<file path="src/rtl/pipe_hazard_ctrl.sv">
// Pipeline hazard / trap sequencer for the 5-stage RV64 core.
// Drives stall/flush for IF, ID and EX; detects load-use hazards,
// squashes wrong-path work on EX redirects, stalls on data-memory wait and
// sequences traps through RUN -> DRAIN -> VECTOR.
// Optional build macro HAZARD_PERF_EN adds load-use / mem-stall / flush
// event counters (CNT_W bits, wrapping).
module pipe_hazard_ctrl #(
  parameter int XLEN  = 64,
  parameter int CNT_W = 32
) (
  input  logic            clk,
  input  logic            resetn,
  input  logic [4:0]      id_rs1,
  input  logic [4:0]      id_rs2,
  input  logic            id_uses_rs1,
  input  logic            id_uses_rs2,
  input  logic [4:0]      ex_rd,
  input  logic            ex_mem_read,
  input  logic            ex_redirect,
  input  logic [XLEN-1:0] ex_target,
  input  logic            ex_trap,
  input  logic [3:0]      ex_trap_cause,
  input  logic [XLEN-1:0] ex_pc,
  input  logic            mem_busy,
  input  logic [XLEN-1:0] mtvec,
  output logic            if_stall,
  output logic            if_flush,
  output logic            id_stall,
  output logic            id_flush,
  output logic            ex_stall,
  output logic            pc_redirect,
  output logic [XLEN-1:0] pc_target,
  output logic            trap_commit,
  output logic [3:0]      mcause,
  output logic [XLEN-1:0] mepc
`ifdef HAZARD_PERF_EN
  ,
  output logic [CNT_W-1:0] perf_loaduse_cnt,
  output logic [CNT_W-1:0] perf_memstall_cnt,
  output logic [CNT_W-1:0] perf_flush_cnt
`endif
);

  typedef enum logic [1:0] {RUN, DRAIN, VECTOR} state_t;

  state_t state, state_nxt;
  logic   load_use;
  logic   take_trap, win_redir, win_mem, win_lu;

  // Load in EX whose rd feeds the decode-input instruction; x0 never hazards.
  assign load_use = ex_mem_read && (ex_rd != 5'd0) &&
                    ((id_uses_rs1 && (id_rs1 == ex_rd)) ||
                     (id_uses_rs2 && (id_rs2 == ex_rd)));

  // State register; reset always lands in RUN so a pending trap is dropped.
  always_ff @(posedge clk or negedge resetn) begin
    if (!resetn) state <= RUN;
    else         state <= state_nxt;
  end

  // Trap CSR capture on the RUN-state trap acceptance cycle.
  always_ff @(posedge clk or negedge resetn) begin
    if (!resetn) begin
      mcause <= 4'd0;
      mepc   <= '0;
    end else if (take_trap) begin
      mcause <= ex_trap_cause;
      mepc   <= ex_pc;
    end
  end

  // Next state and zero-latency control outputs, priority-encoded in RUN.
  always_comb begin
    state_nxt   = state;
    if_stall    = 1'b0;
    if_flush    = 1'b0;
    id_stall    = 1'b0;
    id_flush    = 1'b0;
    ex_stall    = 1'b0;
    pc_redirect = 1'b0;
    pc_target   = '0;
    trap_commit = 1'b0;
    take_trap   = 1'b0;
    win_redir   = 1'b0;
    win_mem     = 1'b0;
    win_lu      = 1'b0;
    case (state)
      RUN: begin
        if (ex_trap) begin
          take_trap = 1'b1;
          if_stall  = 1'b1;
          id_flush  = 1'b1;
          state_nxt = DRAIN;
        end else if (ex_redirect) begin
          win_redir   = 1'b1;
          pc_redirect = 1'b1;
          pc_target   = ex_target;
          if_flush    = 1'b1;
          id_flush    = 1'b1;
        end else if (mem_busy) begin
          // Full freeze; a pending load-use bubble waits until memory returns.
          win_mem  = 1'b1;
          if_stall = 1'b1;
          id_stall = 1'b1;
          ex_stall = 1'b1;
        end else if (load_use) begin
          win_lu   = 1'b1;
          if_stall = 1'b1;
          id_flush = 1'b1;
        end
      end
      DRAIN: begin
        if_stall = 1'b1;
        id_flush = 1'b1;
        ex_stall = mem_busy;
        if (!mem_busy) state_nxt = VECTOR;
      end
      VECTOR: begin
        trap_commit = 1'b1;
        pc_redirect = 1'b1;
        pc_target   = mtvec & ~XLEN'(3);  // direct mode: 4-byte aligned base
        if_flush    = 1'b1;
        id_flush    = 1'b1;
        state_nxt   = RUN;
      end
      default: state_nxt = RUN;
    endcase
    // Quiesce every control output while reset is held.
    if (!resetn) begin
      if_stall    = 1'b0;
      if_flush    = 1'b0;
      id_stall    = 1'b0;
      id_flush    = 1'b0;
      ex_stall    = 1'b0;
      pc_redirect = 1'b0;
      pc_target   = '0;
      trap_commit = 1'b0;
      take_trap   = 1'b0;
      win_redir   = 1'b0;
      win_mem     = 1'b0;
      win_lu      = 1'b0;
    end
  end

`ifdef HAZARD_PERF_EN
  // Event counters bump on the winning RUN condition; they wrap naturally.
  always_ff @(posedge clk or negedge resetn) begin
    if (!resetn) begin
      perf_loaduse_cnt  <= '0;
      perf_memstall_cnt <= '0;
      perf_flush_cnt    <= '0;
    end else begin
      if (win_lu)    perf_loaduse_cnt  <= perf_loaduse_cnt + 1'b1;
      if (win_mem)   perf_memstall_cnt <= perf_memstall_cnt + 1'b1;
      if (win_redir) perf_flush_cnt    <= perf_flush_cnt + 1'b1;
    end
  end
`else
  // Counters compiled out; the winner flags simply go unobserved.
  if (CNT_W == 0) begin : g_no_cnt
  end
  logic perf_unused;
  assign perf_unused = win_lu ^ win_mem ^ win_redir;
`endif

endmodule

</file>
<file path="config.mk">
export PLATFORM = sky130hd
export DESIGN_NAME = pipe_hazard_ctrl
export DESIGN_NICKNAME = d
export VERILOG_FILES = /design/src/rtl/pipe_hazard_ctrl.sv
export SDC_FILE = /design/constraint.sdc
export NUM_CORES = 1
export LEC_CHECK = 0
export ABC_AREA = 1
export ABC_CLOCK_PERIOD_IN_PS = 5450
export CAP_MARGIN = 20
export CELL_PAD_IN_SITES_DETAIL_PLACEMENT = 0
export CELL_PAD_IN_SITES_GLOBAL_PLACEMENT = 2
export CORE_MARGIN = 5
export CORE_UTILIZATION = 16
export DETAILED_ROUTE_END_ITERATION = 7
export GPL_ROUTABILITY_DRIVEN = 0
export PLACE_DENSITY_LB_ADDON = 0.1
export SKIP_LAST_GASP = 1
export SYNTH_ARGS = -nofsm -noshare
export SYNTH_HDL_FRONTEND = slang
export SYNTH_SLANG_ARGS = --single-unit
</file>
<file path="constraint.sdc">
create_clock -name clk -period 5.45 [get_ports clk]
set_clock_uncertainty 0.15 [all_clocks]
set_input_delay 0.545 -clock clk [delete_from_list [all_inputs] [get_ports clk]]
set_output_delay 0.545 -clock clk [all_outputs]
set_load 0.01 [all_outputs]
</file>
==> results.toml <==
[worst_setup_path]
r2r_cells = 5
cp-start-kind = "register"
cp_max_fo = 27
worstPathArrival_ns = 3.10
required_ns = 4.76
critPathKind = "register to output port"
worstReg2RegStart = "state[1]"
crit_path_end_kind = "output port"
reg2reg_setup_slack_ns = 3.40
r2r-end = "mepc[8]"

[synth]
synth_nets = 674
yosysUniqueCellTypes = 20
netlist_instances = 451
synth_top_cells_by_area = "dfrtp_1 (45%), nand2_1 (16%), mux2_2 (14%)"
ys_ff_latch = 70
yosysTopAreaCell = "dfrtp_1"
syn_avg_cell_area_um2 = 8.57
syn_area_um2 = 3870
yosysWarnings = 0
synth.top_cell.area_share_pct = 45.3
ys_seq_area_share_pct = 45.3

[cts]
cts_tree = "yes"
clkTransAtPathRegs_ns = 0.06
postCtsSetupBuffers = 0
insertion_delay_ns = 0.33
cts-root-buf = "clkbuf_16"
cts_repair_resize_count = 0
clock_path_buffers = 2
numCtsBuffers = 9
cts_htree_levels = 3
clock_sinks = 70
ctsHoldBuffers = 0

[die]
die_area_um2 = 27400
core_region_area_um2 = 23600
dieWidth_um = 165
num_rows = 56
initial_core_util_pct = 16.4
boundaryPins = 358
die_h_um = 165

[timing]
hold_violations = 0
slew_viol_final = 0
min_period_ns = 3.79
setup_slack_ns = 1.66
fmax_mhz = 264
timing.hold.ws_ns = 0.0436
rsz0062_at_grt = "no"
setup_viol_count_final = 0
relSlewSlack_pct = 48.0
finalSetupTns_ns = 0
tightestPinTransition_ns = 0.780
fin_crit_sh_pct = 69.6

[global_route]
grt_usage_pct = 12.3
first_global_vias = 4473
grt-ovfl-total = 0
grt-busiest-layer = "met2"
grt_use_met2_pct = 22.3
antenna_found_initial = 1
gr-usage-met3_pct = 6.38
use_met1_pct = 12.2
grt_pass1_wl_mm = 26.0
grt_max_degree = 69

[detailed_routing]
wl_per_cell_um = 16.4
dr.pass1.iters = 4
ant_nets = 0
first_iter_violations = 100
avgViaCountPerCell = 3.96
finalWirelength_mm = 18.4
vias = 4435
post-route-drc-count = 0

[cells_and_area]
drive_gt1_share_pct = 9.75
fin_area_um2 = 8060
area_growth_pct = 108
layout_commonest_cell = "clkdlybuf4s50_1"
most-common-layout-cells = "clkdlybuf4s50_1 (354), nand2_1 (162), dfrtp_1 (70)"
instances_no_fill = 1120
final_core_util_pct = 34.1
fill_cells = 2401
nNetsFinal = 1018

[placed_design]
dp_slack_ns = 1.76
placed_cells = 1102
place.detailed.hpwl_mm = 14.7
dpl_cell_area_um2 = 7750
io_buffers = 355

[run_status]
outcome = "finished, final reports clean"

[pwr]
power_leakage_nw = 3.17
finalPower_mw = 3.20
ir_drop_v = 0.000248
p_per_area_nw_per_um2 = 397

[worst_hold_path]
hp-class = "input port to asynchronous set/reset pin"

[run]
drv_cap = 0
-- worst max path at each step --
stage                        start       endpoint  slack, ns
after detailed placement   ex_trap  pc_target[63]       1.76
after global placement     ex_trap   pc_target[3]       1.75
after CTS                 state[1]  pc_target[63]       1.61
after global routing      state[1]  pc_target[63]       1.42
after floorplan           state[0]    pc_redirect       3.14
final                     state[1]   pc_target[3]       1.66
-- report_power, final --
| part | internal [mW] | total [mW] | switching [mW] |
|---|---|---|---|
| Sequential | 0.786 | 0.919 | 0.133 |
| Clock | 0.322 | 0.553 | 0.231 |
| Combinational | 1.00 | 1.73 | 0.725 |
-- metal layers --
metal	part of all wire, %	vias up
met1	35	2056
li1	-	2151
met5	0	-
met2	51	213
met4	1.5	0
met3	13	15
-- synth_stat cells --
cell      number
a21oi_1       66
a31oi_1        1
buf_1          1
buf_2         11
buf_4          3
clkbuf_1      13
dfrtp_1       70
ha_1           4
inv_1         24
inv_2          2
mux2_1        20
mux2_2        48
nand2_1      162
nand3_1        5
nand3_2        1
nand4_1        1
nor2_1        14
nor2_4         1
o21ai_0        3
or2_2          1
-- cells by family after synthesis --
kind of cell	count (synthesis)	synth area share (%)
adder cells (fa/ha/maj)	4	1.29
multiplexers	68	19.8
AO/OA/AOI/OAI	70	9.09
AND/OR/NAND/NOR	185	18.6
flip-flops	70	45.3
buffers and inverters	54	5.89
-- sequential cells by signal, summed over array words and instances (netlist names) --
| signal | count |
|---|---|
| state | 2 |
| mcause | 4 |
| mepc | 64 |
-- area by class of cell --
class	count	area [um2]	area share [%]
Timing Repair Buffer	361	3630	45.0
Sequential cell	70	1750	21.7
Clock inverter	6	45.0	0.559
Inverter	26	97.6	1.21
Clock buffer	10	239	2.96
Tap cell	319	399	4.95
Multi-Input combinational cell	327	1900	23.5
Antenna cell	1	2.50	0.0310
-- worst max-delay path, cell delays in order (launching register included) --
cell	delay, ns
dfrtp_1	0.40
inv_1	0.12
ha_1	0.31
inv_2	0.06
nor2_1	0.15
inv_2	0.07
nor2_4	0.39
buf_4	0.39
nand2_1	0.08
a21oi_1	0.21
clkdlybuf4s50_1	0.58
No activity file was read; power rests on OpenSTA's default activity.
